[config.mk]
export PLATFORM = sky130hd
export DESIGN_NAME = pe_feeder
export DESIGN_NICKNAME = d
export VERILOG_FILES = /design/src/rtl/pe_feeder_pkg.sv /design/src/rtl/pe_feeder_fifo.sv /design/src/rtl/pe_feeder.sv
export SDC_FILE = /design/constraint.sdc
export NUM_CORES = 1
export LEC_CHECK = 0
export BUFFER_PORTS_ARGS = -buffer_cell sky130_fd_sc_hd__buf_2
export CAP_MARGIN = 40
export CORE_MARGIN = 2
export CORE_UTILIZATION = 47
export DETAILED_ROUTE_END_ITERATION = 8
export GPL_TIMING_DRIVEN = 0
export SETUP_SLACK_MARGIN = 0.1
export SYNTH_ARGS = -nofsm -noshare
export SYNTH_HDL_FRONTEND = slang
export SYNTH_SLANG_ARGS = --single-unit
[constraint.sdc]
create_clock -name clk -period 3.5 [get_ports clk]
set_input_delay 0.175 -clock clk [delete_from_list [all_inputs] [get_ports clk]]
set_output_delay 0.175 -clock clk [all_outputs]
set_load 0.005 [all_outputs]
[src/rtl/pe_feeder_pkg.sv]
// Shared definitions for the PE operand feeder: FSM states and job-count sizing.
package pe_feeder_pkg;

  typedef enum logic [1:0] {
    ST_IDLE = 2'd0,
    ST_RUN  = 2'd1,
    ST_DONE = 2'd2
  } state_t;

  // Width that holds num_windows (16 bits) times KERNEL_LEN without overflow.
  function automatic int unsigned total_width(input int unsigned kernel_len);
    return 16 + $clog2(kernel_len);
  endfunction

endpackage

[src/rtl/pe_feeder_fifo.sv]
// Synchronous pixel FIFO; head is the oldest entry, valid whenever empty is low.
module pe_feeder_fifo #(
  parameter int unsigned DATA_WIDTH = 8,
  parameter int unsigned FIFO_DEPTH = 4
) (
  input  logic                  clk,
  input  logic                  rstn,
  input  logic                  push,
  input  logic                  pop,
  input  logic [DATA_WIDTH-1:0] push_data,
  output logic [DATA_WIDTH-1:0] head,
  output logic                  full,
  output logic                  empty
);

  localparam int unsigned PW = $clog2(FIFO_DEPTH);
  localparam int unsigned CW = PW + 1;
  localparam logic [CW-1:0] DEPTH_C = CW'(FIFO_DEPTH);

  logic [DATA_WIDTH-1:0] mem [FIFO_DEPTH];
  logic [PW-1:0]         wr_ptr;
  logic [PW-1:0]         rd_ptr;
  logic [CW-1:0]         count;
  logic                  do_push;
  logic                  do_pop;

  assign full    = (count == DEPTH_C);
  assign empty   = (count == '0);
  assign do_push = push && !full;
  assign do_pop  = pop && !empty;
  assign head    = mem[rd_ptr];

  always_ff @(posedge clk) begin
    if (do_push) mem[wr_ptr] <= push_data;
  end

  // Pointers wrap naturally because the depth is a power of two.
  always_ff @(posedge clk) begin
    if (!rstn) begin
      wr_ptr <= '0;
      rd_ptr <= '0;
      count  <= '0;
    end else begin
      if (do_push) wr_ptr <= wr_ptr + 1'b1;
      if (do_pop)  rd_ptr <= rd_ptr + 1'b1;
      case ({do_push, do_pop})
        2'b10:   count <= count + 1'b1;
        2'b01:   count <= count - 1'b1;
        default: count <= count;
      endcase
    end
  end

endmodule

[src/rtl/pe_feeder.sv]
// PE row operand feeder: buffers a pixel stream and pairs each pixel with its tap weight.
module pe_feeder
  import pe_feeder_pkg::*;
#(
  parameter int unsigned DATA_WIDTH   = 8,
  parameter int unsigned WEIGHT_WIDTH = 8,
  parameter int unsigned KERNEL_LEN   = 9,
  parameter int unsigned FIFO_DEPTH   = 4
) (
  input  logic                          clk,
  input  logic                          rstn,
  input  logic                          cfg_wr_en,
  input  logic [$clog2(KERNEL_LEN)-1:0] cfg_wr_addr,
  input  logic [WEIGHT_WIDTH-1:0]       cfg_wr_data,
  input  logic [15:0]                   num_windows,
  input  logic                          start,
  input  logic                          pix_valid,
  input  logic [DATA_WIDTH-1:0]         pix_data,
  output logic                          pix_ready,
  output logic [DATA_WIDTH-1:0]         pe_input,
  output logic [WEIGHT_WIDTH-1:0]       pe_weight,
  output logic                          pe_en,
  output logic                          win_last,
  output logic                          busy,
  output logic                          done
);

  localparam int unsigned AW = $clog2(KERNEL_LEN);
  localparam int unsigned TW = total_width(KERNEL_LEN);
  localparam logic [AW-1:0] TAP_LAST = AW'(KERNEL_LEN - 1);
  localparam logic [AW:0]   KLEN_A   = (AW + 1)'(KERNEL_LEN);
  localparam logic [TW-1:0] KLEN_T   = TW'(KERNEL_LEN);

  state_t                  state;
  state_t                  state_nx;
  logic [TW-1:0]           total;
  logic [TW-1:0]           push_cnt;
  logic [TW-1:0]           pop_cnt;
  logic [AW-1:0]           tap;
  logic [WEIGHT_WIDTH-1:0] w [KERNEL_LEN];
  logic                    start_job;
  logic                    push;
  logic                    pop;
  logic                    fifo_full;
  logic                    fifo_empty;
  logic [DATA_WIDTH-1:0]   head;

  assign start_job = (state == ST_IDLE) && start;
  assign pix_ready = (state == ST_RUN) && !fifo_full && (push_cnt < total);
  assign push      = pix_valid && pix_ready;
  assign pop       = (state == ST_RUN) && !fifo_empty;
  assign busy      = (state != ST_IDLE);
  assign done      = (state == ST_DONE);

  pe_feeder_fifo #(
    .DATA_WIDTH (DATA_WIDTH),
    .FIFO_DEPTH (FIFO_DEPTH)
  ) u_fifo (
    .clk       (clk),
    .rstn      (rstn),
    .push      (push),
    .pop       (pop),
    .push_data (pix_data),
    .head      (head),
    .full      (fifo_full),
    .empty     (fifo_empty)
  );

  always_ff @(posedge clk) begin
    if (!rstn) state <= ST_IDLE;
    else       state <= state_nx;
  end

  always_comb begin
    state_nx = state;
    unique case (state)
      ST_IDLE: if (start) state_nx = (num_windows == '0) ? ST_DONE : ST_RUN;
      ST_RUN:  if (pop_cnt == total) state_nx = ST_DONE;
      ST_DONE: state_nx = ST_IDLE;
      default: state_nx = ST_IDLE;
    endcase
  end

  // Weights are only writable between jobs so a running window never sees a torn kernel.
  always_ff @(posedge clk) begin
    if (!rstn) begin
      for (int unsigned i = 0; i < KERNEL_LEN; i++) w[i] <= '0;
    end else if (cfg_wr_en && (state == ST_IDLE) && ({1'b0, cfg_wr_addr} < KLEN_A)) begin
      w[cfg_wr_addr] <= cfg_wr_data;
    end
  end

  always_ff @(posedge clk) begin
    if (!rstn) begin
      total     <= '0;
      push_cnt  <= '0;
      pop_cnt   <= '0;
      tap       <= '0;
      pe_en     <= 1'b0;
      pe_input  <= '0;
      pe_weight <= '0;
      win_last  <= 1'b0;
    end else begin
      if (start_job) begin
        total    <= TW'(num_windows) * KLEN_T;
        push_cnt <= '0;
        pop_cnt  <= '0;
        tap      <= '0;
      end
      if (push) push_cnt <= push_cnt + 1'b1;
      // Tap only advances on a real pop, so source bubbles never skip a tap.
      if (pop) begin
        pop_cnt <= pop_cnt + 1'b1;
        tap     <= (tap == TAP_LAST) ? '0 : tap + 1'b1;
      end
      pe_en     <= pop;
      pe_input  <= pop ? head : '0;
      pe_weight <= pop ? w[tap] : '0;
      win_last  <= pop && (tap == TAP_LAST);
    end
  end

endmodule

-- After elaboration in Yosys (flattened, before gate mapping)
Memory sizes are Yosys's and may differ from the RTL's. A register that Yosys moved wholly into a read port is not among the register bits.
Index checks and enable logic that the tools add are counted.
- memories: 2
- ROM bits: 0
- memory bits (writable): 104
- bits in registers: 75
- output and inout bits: 21
- latch bits: 0
- bits of input ports: 41
- logic and storage cells: 75
- reduce and logical (&&, ||, !) cells: 24
- bitwise logic cells: 0
- mux-type cells: 20
- div/mod/pow operators: 0
- eq/ne operators: 9
- add/sub/neg operators: 7
- order comparisons: 2
- multiply operators: 1
- shift-type cells: 0
- memories (memory ; depth ; bits a word ; read ports ; clocked after Yosys merged registers in ; wr ports ; line ; source):
    w ; 9 ; 8 ; 1 ; 1 ; 9 ; pe_feeder.sv:40 ; logic [WEIGHT_WIDTH-1:0] w [KERNEL_LEN];
    u_fifo.mem ; 4 ; 8 ; 1 ; 1 ; 1 ; pe_feeder_fifo.sv:20 ; logic [DATA_WIDTH-1:0] mem [FIFO_DEPTH];
- operators by type and width (cell ; number):
    20-bit 2-to-1 mux ; 3
    20-bit by 1-bit adder with 20-bit output (second input constant) ; 2
    20-bit equality test ; 1
    20-bit less-than comparator ; 1
    16-bit by 4-bit multiplier with 20-bit output (second input constant) ; 1
    16-bit zero test ; 1
    4-bit 2-to-1 mux ; 4
    1-bit logical AND ; 10
    8-bit 2-to-1 mux ; 1
    2-bit nonzero test ; 4
    8-bit OR reduction ; 1
    1-bit 2-to-1 mux ; 7
    2-bit 2-to-1 mux ; 3
    3-bit case mux with 2 select lines ; 1
    2-bit by 1-bit adder with 2-bit output (second input constant) ; 2
    4-bit by 1-bit adder with 4-bit output (second input constant) ; 1
    2-bit by 1-bit equality test with 1-bit output (second input constant) ; 2
    2-bit equality test (second input constant) ; 2
    4-bit equality test (second input constant) ; 1
    1-bit zero test ; 4
    4-bit less-than comparator (second input constant) ; 1
    2-bit case mux with 2 select lines ; 1
    2-bit AND reduction ; 2
    3-bit by 1-bit adder with 3-bit output (second input constant) ; 1
    other kinds (6) ; 6

-- Logic depth before layout (Yosys ltp)
Gate-level depths: netlist of the first run.
- depth after elaboration: 8
- gate-level depth with buffers: 14
- mapped depth without buffers: 14

-- Cells and area by module
Synthesis of the first run repeated with hierarchy kept, for this count alone.
- cells, all modules: 1022
- area total of the unflattened synthesis: 12316.8 um2
- modules (own cells, without submodules) (module ; times used ; seq. area each (um2) ; area an instance (um2) ; cells each):
    pe_feeder ; 1 ; 5525.3 ; 10672.7 ; 926
    pe_feeder_fifo ; 1 ; 1141.1 ; 1644.1 ; 96

-- Worst setup path before layout of the first run
Ideal clock, no wire load.
- kind: reg2reg
- from: register total[16]
- to: register u_fifo.count[2]
- arrival: 2668 ps
- buffers on the path: 0
- stages on the path, launching flop included: 14
- setup slack: 762 ps
- clock period less this slack: 2738 ps
- path through: dfxtp_1 > inv_1 > ha_1 > nand3_1 > nor3_1 > a41o_1 > nor2_2 > inv_2 > ha_1 > inv_1 > fa_1 > xor2_1 > or3_1 > a21oi_1
- word-level cells in the longest chain between the ends: 6
- elaborated cells between the ends (all ways): 8
- ends and longest elaborated chain (element ; line ; source):
    start: declaration ; pe_feeder.sv:36 ; logic [TW-1:0] total;
    start signal: assignment ; pe_feeder.sv:105 ; total <= TW'(num_windows) * KLEN_T;
    20-bit less-than comparator * ; pe_feeder.sv:49 ; assign pix_ready = (state == ST_RUN) && !fifo_full && (push_cnt < total);
    1-bit logical AND * ; pe_feeder.sv:49 ;
    1-bit logical AND * ; pe_feeder.sv:50 ; assign push = pix_valid && pix_ready;
    1-bit logical AND * ; pe_feeder_fifo.sv:29 ; assign do_push = push && !full;
    2-bit by 1-bit equality test with 1-bit output or 2-bit equality test (tied branches) ; pe_feeder_fifo.sv:46 ; case ({do_push, do_pop})
    3-bit case mux with 2 select lines or 2-bit nonzero test (tied branches) ; - ;
    end signal: assignment ; pe_feeder_fifo.sv:47 ; 2'b10: count <= count + 1'b1;
    end signal: assignment ; pe_feeder_fifo.sv:48 ; 2'b01: count <= count - 1'b1;
    end signal: assignment ; pe_feeder_fifo.sv:49 ; default: count <= count;
    end: declaration ; pe_feeder_fifo.sv:23 ; logic [CW-1:0] count;
Every way passes the cells marked *; elsewhere a longest branch is shown, timed or not.
A chain may end at the register's enable or synchronous reset.

-- Worst setup path after layout of the first run
Same ends and word-level chain as after synthesis.

==> impl_results.md, run 1 <==
- Netlist Area Pre-Place: 12,180 µm²
- Num rows: just under 60
- Buf+Inv Stages, Crit Path: 3
- Initial Util: 0.4808
- Post-synthesis sequential area ratio: 0.5442
- Setup slack, reg-to-reg: 330 ps
- Final WL: 28.90 mm
- Hpwl dp: 20.59 mm
- Post-Place Worst Slack: 229.3 ps
- Post-DR vias/cell: 5.550
- Compound-Gate Fraction of Synth Area: 0.08960
- Count leader, synth: edfxtp_1
- Worst-path clk slew: 60 ps
- Port-buffer cells: 60
- DR pass1 iterations: 5
- Status: finished clean
- Largest net degree at the start of global routing: 17
- Drt wl/cell: 18.68 µm
- Top sig layer: met4
- Chip Width: 165.0 µm
- Nets: 1,293
- Ys async rst share: 0
- Total of max-cap violations: 0
- Crit-path max cell delay: 410 ps
- RR Startpoint: total[16]
- Max Slew Vio Count: 0
- Clock Latency Late Sink: 550 ps
- Final Hold Vio Count: 0
- P per Cell Area: 487.4 nW/µm²
- Die Height: roughly 160 µm
- Syn Inst Count: between 1,000 and 1,500
- Setup repair after global routing missed its margin: false
- Mux cell area share after synthesis: 0.08929
- Final setup viols: 0
- Delay-heaviest family, CP: simple AND/OR/NAND/NOR gates
- Fillers: about 2,200
- Vias in the first global route: about 8,100
- Levels on crit path: 14
- Adder-Cell Fraction of Synth Area: 0.05878
- Max Clock Skew: 18.07 ps
- Design Power: 6.922 mW
- CTS tree: yes
- Gpl congestion: 0.8652
- Post-Synth XOR/XNOR Area: 0.02086
- Post-CTS Setup Bufs: 0
- Total placed cells including tap cells: 1,479
- EDFF count, synth: between 150 and 200
- Pleak: about 5.3 nW
- Vias: 8,586
- Violation count after the first detailed-route iteration: between 500 and 600
- Num ports: 62
- Metal2 WL: between 10 and 15 mm
- Hold_sp: start
- Total core area: 25,330 µm²
- Gr ovfl total: 0
- Hold Path End: state[1]
- WL met3: 1.250 mm
- Setup WS post-layout: 329.1 ps
- Syn. warnings: 0
- FF+latch count, synth: ~250
- Worst Path Required: between 3000 and 4000 ps
- CP Cell Sequence: inv_1 -> ha_1 -> nand3_1 -> nor4_1 -> a211oi_2 -> nand3_2 -> nor2_2 -> inv_2 -> ha_1 -> inv_1 -> fa_1 -> xor2_1 -> or3_1 -> a21oi_1
- Die ar.: 27,210 µm²
- Worst R2R Path Depth: 14
- Share of the synthesized area in the top cell type: 0.3946
- Largest family of logic cells by synthesized area: simple AND/OR/NAND/NOR gates
- Synth-to-Final Area Change: 16.64%
- Routed Antenna Nets: 0
- Final period util: 0.9060
- Global-route wire length before repair: 44.88 mm
- Max FO, Critical Path: 7
- DP Area: 13,140 µm²
- Hold depth: 5
- Setup TNS: 0 ps
- Worst EP arrival: 3660 ps
- Synth cell count leaders: edfxtp_1 (160), dfxtp_1 (91), and2_1 (78), nand2_1 (69), nor2_1 (57)
- Non-Filler Instances: 1,547
- Yosys top cell by area: edfxtp_1
- Clock tree buffer depth: 3
- R2r endpoint: u_fifo.count[2]
- Kind of critical path: register to register
- Top_reg_cell synth: edfxtp_1
- DRC violations left: 0
- Crit end category: register
- Inserted Diodes: 0
- Peak supply drop: 0.3599 mV
- Hold crit path type: input pin to register
- Synth Area in Simple Gates: 0.1678
- Library cells used by synthesis: 65
- Clock H-tree levels: 1
- Slew HR: 0.3636
- All-Layer GR Usage: 0.2153
- Clk sinks: 251
- Setup crit start kind: register
- Num CTS Buffers: 27
- Fin crit period: 3171 ps
- Layout cell share with drive strength beyond 1: 0.1520
- Max frequency: 315.4 MHz
- CTS Root Cell: clkbuf_16
- Synth top area cells: edfxtp_1 (39%), dfxtp_1 (15%), mux4_2 (8.1%), ha_1 (5.5%), and2_1 (4.0%)
- Crit-path slowest cell: dfxtp_1
- Design area: 14,200 µm²
- Syn_area_per_cell: 11.86 µm²
- Met1 Wirelength: 12.76 mm
- Slew @ Worst Pin: 946.7 ps
- Initial antenna violation count: 0
-- power breakdown --
group	internal (mW)	leakage [nW]	switching [mW]
logic	0.286	2.60	0.464
clock network	1.64	0.427	1.18
registers	3.28	2.32	0.0671
total	5.21	5.34	1.71
-- final cells by class --
type / instances / area [µm²] / share of cell area
Clock inverter: 12 / 128.9 / 0.009074
Sequential cell: 251 / 6626 / 0.4666
Multi-Input combinational cell: 747 / 5414 / 0.3812
Clock buffer: 38 / 747.0 / 0.05259
Tap cell: 330 / 412.9 / 0.02907
Timing Repair Buffer: 85 / 518.0 / 0.03647
Inverter: 37 / 138.9 / 0.009779
Buffer: 47 / 216.5 / 0.01524
-- cells in the final DEF (no fill, tap or decap), types with 5 or more instances in the layout --
| master | instances |
|---|---|
| a211oi_1 | 18 |
| a21o_1 | 7 |
| a21oi_1 | 44 |
| a31oi_1 | 9 |
| and2_1 | 78 |
| and3_1 | 27 |
| and4_1 | 6 |
| buf_2 | 74 |
| clkbuf_1 | 38 |
| clkbuf_16 | 27 |
| clkinv_2 | 6 |
| conb_1 | 56 |
| dfxtp_1 | 91 |
| dlygate4sd3_1 | 18 |
| edfxtp_1 | 160 |
| ha_1 | 54 |
| inv_1 | 34 |
| mux4_2 | 44 |
| nand2_1 | 69 |
| nand2b_1 | 12 |
| nand3_1 | 50 |
| nand4_1 | 19 |
| nor2_1 | 57 |
| nor2b_1 | 5 |
| nor3_1 | 21 |
| nor3b_1 | 6 |
| nor4_1 | 13 |
| o211ai_1 | 14 |
| o21ai_0 | 38 |
| o311ai_0 | 5 |
| or3_1 | 5 |
| xnor2_1 | 17 |
| xor2_1 | 12 |
-- stage by stage --
stage / utilization / hold slack, ps
CTS: 0.5605 / 4.035
finish: 0.5608 / 13.22
global route: 0.5608 / 13.40
detailed placement: 0.5188 / 396.5
global placement: 0.5171 / 394.2
floorplan: - / 273.9
-- layer usage --
layer / track usage / up-vias
li1: - / 4156
met1: 0.2886 / 4193
met2: 0.3692 / 185
met3: 0.02938 / 52
met4: 0.05810 / 0
met5: 0 / -
-- state kept, by name, indices dropped and copies added, names as in the netlist --
name and count:
u_fifo.wr_ptr 2, win_last 1, push_cnt 20, tap 4, pe_input 8, w 128, state 2, total 20
pe_weight 8, u_fifo.rd_ptr 2, pop_cnt 20, u_fifo.mem 32, pe_en 1, u_fifo.count 3
-- what timing repair did --
item | 4_1_cts | 5_1_grt
hold endpoints to repair | 84 | 0
hold buffers | 18 | 0
endpoints found under the setup margin | 0 | 1
resized for setup | 0 | 2
-- how the worst max path moves through the flow --
stage                     startpoint               to  slack [ps]
after CTS                  total[16]  u_fifo.count[2]         290
after floorplan            total[16]  u_fifo.count[2]         760
after detailed placement        rstn          w[7][1]         230
final                      total[16]  u_fifo.count[2]         330
after global placement          rstn          w[7][1]         190
after global routing       total[16]  u_fifo.count[2]         120
-- cell families after synthesis --
group	after synthesis
flops	251
other cells	1
fa+ha+maj	56
xor+xnor	29
simple gates	385
mux	53
buf+inv	84
compound gates	168
-- worst min-delay path: cells and delay by family --
family	cells	cell delay (ps)
buf+inv	2	170
simple gates	3	160
(Power assumes the default switching activity.)
==> run 2: changes to the inputs <==
--- a/config.mk
+++ b/config.mk
@@ -11,4 +11,6 @@
 export CORE_UTILIZATION = 47
+export CTS_BUF_LIST = sky130_fd_sc_hd__clkbuf_2 sky130_fd_sc_hd__clkbuf_4 sky130_fd_sc_hd__clkbuf_8
 export DETAILED_ROUTE_END_ITERATION = 8
 export GPL_TIMING_DRIVEN = 0
+export HOLD_SLACK_MARGIN = 0.08
 export SETUP_SLACK_MARGIN = 0.1
--- a/constraint.sdc
+++ b/constraint.sdc
@@ -3,2 +3,2 @@
 set_output_delay 0.175 -clock clk [all_outputs]
-set_load 0.005 [all_outputs]
+set_load 0.02 [all_outputs]
==> run 2 against run 1 <==
- clock skew increased by 18 ps
- highest routed layer unchanged
- global-route usage increased by 0.44 points
- largest cell class unchanged
- worst setup slack worse by 7.9 ps
- critical path depth did not move
- routed wire length up 1.5%
- register-to-register slack is essentially flat
==> impl_results.md, run 2 (synthesized netlist as in run 1, its figures left out) <==
- Status: finished clean
- CTS Root Cell: clkbuf_8
- Routed Antenna Nets: 0
- Total core area: roughly 25,000 µm²
- Worst Path Required: 3990 ps
- Final Hold Vio Count: 0
- Port-buffer cells: 60
- CP Cell Sequence: inv_1 -> ha_1 -> nand3_1 -> nor4_1 -> a211oi_2 -> nand3_2 -> nor2_2 -> inv_2 -> ha_1 -> inv_1 -> fa_1 -> xor2_1 -> or3_1 -> a21oi_1
- Fin crit period: 3179 ps
- Post-CTS Setup Bufs: 0
- Switching pwr: 1.766 mW
- Vias: roughly 8,700
- Initial Util: 0.4808
- Violation count after the first detailed-route iteration: 733
- Worst EP arrival: 3670 ps
- Clk pwr share: 0.421
- Slew HR: 0.3732
- Die Height: 165.0 µm
- Kind of critical path: register to register
- Synth-to-Final Area Change: 17.86%
- Num rows: 58
- Clk sinks: ~250
- Die ar.: about 27,000 µm²
- Total of max-cap violations: 0
- All-Layer GR Usage: 0.2197
- CTS tree: yes
- Max Slew Vio Count: 0
- Clock Latency Late Sink: a little under 600 ps
- P per Cell Area: 495.5 nW/µm²
- Commonest non-fill, non-tap cell in the layout: edfxtp_1
- Combinational share of power: 0.108
- Slew @ Worst Pin: 932.5 ps
- DR pass1 iterations: 5
- Register name with the most flops: w
- Clock tree buffer depth: 3
- Clock H-tree levels: 2
- Worst hold slack: 93.54 ps
- Num ports: 62
- Num CTS Buffers: 42
- Global-route wire length before repair: approximately 46 mm
- Initial antenna violation count: 0
- Gpl congestion: roughly 0.87
- Gr ovfl total: 0
- Setup TNS: 0 ps
- Max Clock Skew: between 30 and 40 ps
- Sequential Power Share: 0.471
- Vias in the first global route: 8,379
- Final period util: 0.9082
- Nets: 1,312
- Drt wl/cell: 18.58 µm
- Hold crit path type: input pin to register
- Largest register FFs: 128
- Max FO, Critical Path: 7
- DRC violations left: 0
- Crit end category: register
- Crit-path max cell delay: 410 ps
- Post-DR vias/cell: around 5.5
- Peak supply drop: 0.2953 mV
- Commonest cells after routing, fill and taps aside: edfxtp_1 (160), dfxtp_1 (91), and2_1 (78)
- Setup crit start kind: register
- Hpwl dp: between 20 and 25 mm
- Largest net degree at the start of global routing: 17
- Inserted Diodes: 0
- Chip Width: 165.0 µm
- Layout cell share with drive strength beyond 1: 0.1761
- Max frequency: 314.6 MHz
- Setup repair after global routing missed its margin: false
- Internal: 5.345 mW
- Crit-path slowest cell: dfxtp_1
- Biggest regs: w (128), u_fifo.mem (32)
- Non-Filler Instances: 1,579
- Final WL: between 20 and 30 mm
- Sw frac: 0.2483
- Worst-path clk slew: 60 ps
- Pleak: 5.449 nW
- Final setup viols: 0
- Total placed cells including tap cells: 1,479
[run 2: changes by cell type in the layout (fill, tap and decap cells not counted), sizes merged]
cell	delta
bufinv	+2
clkbuf	+26
clkinvlp	-1
dlygate4sd3	+4
inv	+1
[run 2: layer usage]
metal / track usage / wire [µm] / vias to the layer above
met1: 0.2870 / 12980 / 4253
met3: 0.03666 / 1183 / 59
met2: 0.3737 / 14380 / 192
met5: 0 / 0 / -
li1: - / - / 4200
met4: 0.07273 / 806 / 0
[run 2: power groups by stage]
stage                     clock network (mW)  registers (mW)  logic (mW)
after floorplan                            0            3.39       0.501
after global placement                     0            3.41       0.733
after detailed placement                   0            3.41       0.740
after CTS                               3.05            3.35       0.763
after global routing                    3.16            3.36       0.851
final                                   2.99            3.35       0.765
[run 2: metrics by stage]
step	area (µm²)	power, mW	utilization	setup WS (ps)
after floorplan	12380	3.889	-	761.7
after global placement	13100	4.142	0.5171	194.6
after detailed placement	13140	4.154	0.5188	229.3
after CTS	14350	7.165	0.5664	279.9
after global routing	14350	7.375	0.5666	113.7
final	14350	7.111	0.5666	321.3
[run 2: critical path: cells and delay by family, from the launching register on]
| kind | cells | cell delay [ps] |
|---|---|---|
| buf+inv | 3 | 280 |
| flops | 1 | 410 |
| fa+ha+maj | 3 | 890 |
| simple gates | 5 | 1090 |
| xor+xnor | 1 | 160 |
| compound gates | 2 | 300 |
[run 2: path summary, 6_finish.rpt]
kind	slack (ps)	start	to	cells after the start
worst max-delay path	320	total[16]	u_fifo.count[2]	14
worst min-delay path	90	num_windows[14]	total[18]	4
worst max register to register	320	total[16]	u_fifo.count[2]	14
worst min register to register	480	state[1]	state[1]	1
[run 2: cell type report]
type,instances,area [µm²]
multi-input combinational,747,5414
timing repair buffer,89,558.0
tap,330,412.9
sequential,251,6626
buffer,47,216.5
clock buffer,64,799.5
fill,2165,10980
clock inverter,14,185.2
inverter,37,138.9
[run 2: what timing repair did]
| action | CTS | global route |
|---|---|---|
| hold buffers | 22 | 0 |
| endpoints found under the setup margin | 0 | 1 |
| hold endpoints to repair | 94 | 0 |
| resized for setup | 0 | 2 |
==> run 3: changes to the inputs <==
ABC_AREA = 1   (was not set)
CORE_MARGIN = not set   (was 2)
PLACE_DENSITY = 0.73   (was not set)
==> run 3 against run 2 <==
- first-iteration DRC count increased by 22%
- non-clock buffer count rose by 4
- die area fell by 1.3%
- routed wire length up 5.4%
- clock power shrank 3%
- register-to-register slack better by 320 ps
- largest cell class unchanged
==> impl_results.md, run 3 <==
- Status: finished clean
- Violation count after the first detailed-route iteration: 894
- Final period util: 0.8154
- Delay-heaviest family, CP: adder cells
- Multi-input logic area: slightly above 5000 µm²
- Post-synthesis sequential area ratio: 0.5382
- Num CTS Buffers: 43
- Worst EP arrival: 3300 ps
- Routed Antenna Nets: 0
- Initial antenna violation count: 0
- Crit-path max cell delay: 430 ps
- Largest net degree at the start of global routing: 14
- Fin util: 0.5667
- P per Cell Area: roughly 480 nW/µm²
- Count leader, synth: nor2_1
- Commonest non-fill, non-tap cell in the layout: nor2_1
- Worst-path clk slew: 70 ps
- Port-buffer cells: 60
- Storage cell area: between 6000 and 7000 µm²
- Library cells used by synthesis: 43
- Chip Width: 163.9 µm
- Non-Filler Instances: roughly 1,900
- Global-route wire length before repair: between 40 and 50 mm
- Ys async rst share: 0
- Cts repair resizes: 0
- Die ar.: 26,850 µm²
- Max Slew Vio Count: 0
- Layout cell share with drive strength beyond 1: 0.1119
- Final Hold Vio Count: 0
- Initial Util: 0.4834
- Peak supply drop: approximately 0.37 mV
- Yosys top cell by area: edfxtp_1
- Worst Path Required: 3950 ps
- Post-DR vias/cell: 5.405
- Crit-path slowest cell: dfxtp_1
- Slew HR: 0.4448
- Total placed cells including tap cells: between 1,500 and 2,000
- Drt wl/cell: 16.18 µm
- FF+latch count, synth: 251
- CTS tree: yes
- Clock tree buffer depth: 3
- Netlist Area Pre-Place: roughly 12,000 µm²
- Buf+Inv Stages, Crit Path: 3
- Gr ovfl total: 0
- DRC violations left: 0
- EDFF count, synth: 160
- Synth cell count leaders: nor2_1 (250), nand2_1 (169), edfxtp_1 (160), o21ai_0 (138), inv_1 (112)
- Num rows: 58
- Largest register FFs: ~130
- Pleak: 5.895 nW
- Nets: 1,644
- Inserted Diodes: 0
- Die Height: between 150 and 200 µm
- Fin crit period: 2854 ps
- Setup repair after global routing missed its margin: false
- Clock Latency Late Sink: 590 ps
- Syn. warnings: 0
- Top_reg_cell synth: edfxtp_1
- Setup crit start kind: register
- CTS Root Cell: clkbuf_8
- Max Clock Skew: 53.42 ps
- Commonest cells after routing, fill and taps aside: nor2_1 (250), nand2_1 (169), edfxtp_1 (160)
- Levels on crit path: 16
- Most frequent CP cell: nand2_1
- Final WL: between 30 and 40 mm
- Total of max-cap violations: 0
- Hold crit path type: input pin to register
- Slew @ Worst Pin: between 800 and 900 ps
- Crit end category: register
- Num ports: 62
- Kind of critical path: register to register
- Max FO, Critical Path: 10
- Hpwl dp: 21.70 mm
- Biggest regs: w (128), u_fifo.mem (32)
- Total core area: ~25,000 µm²
- Register name with the most flops: w
- DR pass1 iterations: 6
- Fillers: 2,268
- Share of the synthesized area in the top cell type: 0.3902
- Final setup viols: 0
- Synth top area cells: edfxtp_1 (39%), dfxtp_1 (15%), nor2_1 (7.6%), o21ai_0 (5.6%), ha_1 (5.5%)
- Synth-to-Final Area Change: 17.23%
- Max frequency: 350.4 MHz
- Syn Inst Count: 1,362
- CP Cell Sequence: inv_1 -> ha_1 -> nand2_1 -> nor2_1 -> nand2_1 -> nor2_1 -> nand2_1 -> nand4_1 -> buf_2 -> ha_1 -> inv_1 -> fa_1 -> a21oi_1 -> o21ai_0 -> o21ai_0 -> a21oi_1
- Clk sinks: 251
- Syn_area_per_cell: about 9 µm²
- Worst R2R Path Depth: 16
- Vias in the first global route: about 10,000
- Clock H-tree levels: 2
- Vias: 10,335
- All-Layer GR Usage: 0.2363
- Setup TNS: 0 ps
- Gpl congestion: between 0.8 and 0.9
- Hold depth: 3
[run 3: cell count changes after synthesis, moves of 32 or more]
| cell | previous run | this run |
|---|---|---|
| mux4_2 | 44 | 0 |
| o21ai_0 | 38 | 138 |
| and2_1 | 78 | 0 |
| nand3_1 | 50 | 82 |
| inv_1 | 34 | 112 |
| a21oi_1 | 44 | 98 |
| nor2_1 | 57 | 250 |
| nand2_1 | 69 | 169 |
[run 3: routing by layer]
metal | routed length (µm) | track usage | up-vias
met5 | 0 | 0 | -
met4 | 1120 | 0.1073 | 0
met3 | 1919 | 0.03763 | 100
met2 | 15000 | 0.4031 | 383
met1 | 12890 | 0.2940 | 4844
li1 | - | - | 5008
[run 3: stage by stage]
step / setup WS, ps / instance area (µm²) / power (mW) / hold slack (ps)
floorplan: 1070 / 12520 / 3.865 / 273.9
global placement: 786.1 / 13230 / 4.087 / 395.1
detailed placement: 702.4 / 13230 / 4.110 / 397.0
CTS: 663.3 / 14440 / 7.017 / 139.0
global route: 423.9 / 14440 / 7.259 / 171.6
finish: 646.1 / 14440 / 6.989 / 165.0
[run 3: area by class of cell]
cell class	instances	area share
multi-input cells	988	0.3596
inverters	123	0.03198
well taps	330	0.02860
flip-flops and latches	251	0.4590
repair buffers	85	0.03814
plain buffers	55	0.01664
clock buffers	62	0.05305
clock inverters	18	0.01291
[run 3: path summary, 6_finish.rpt]
path                                startpoint              end  slack [ps]
worst min register to register     pop_cnt[19]      pop_cnt[19]         490
worst max register to register       total[17]  u_fifo.count[2]         650
worst min-delay path            cfg_wr_addr[0]          w[5][4]         160
worst max-delay path                 total[17]  u_fifo.count[2]         650
[run 3: tightest hold or removal path: cells and delay by family]
kind	cells	cell delay, ps
simple gates	2	270
buf+inv	1	130
[run 3: what timing repair did]
action / in CTS / in global routing
hold buffers: 25 / 0
buffers inserted: 0 / 0
endpoints found under the hold margin: 100 / 0
[run 3: power breakdown]
group	internal, mW	leakage [nW]	switching, mW
clock	1.66	0.514	1.25
sequential	3.28	2.32	0.0565
combinational	0.240	3.06	0.502
[run 3: cell families (layout without fill, tap and decap cells)]
kind of cell | Yosys count | in the layout | synth area share
AOI/OAI and AO/OA | 293 | 293 | 0.1318
xor gates and xnor gates | 39 | 39 | 0.02774
adders and majority gates | 56 | 56 | 0.05812
buffers and inverters | 178 | 343 | 0.05701
DFF | 251 | 251 | 0.5382
other | 1 | 56 | 0.0003046
and+or+nand+nor | 544 | 544 | 0.1869
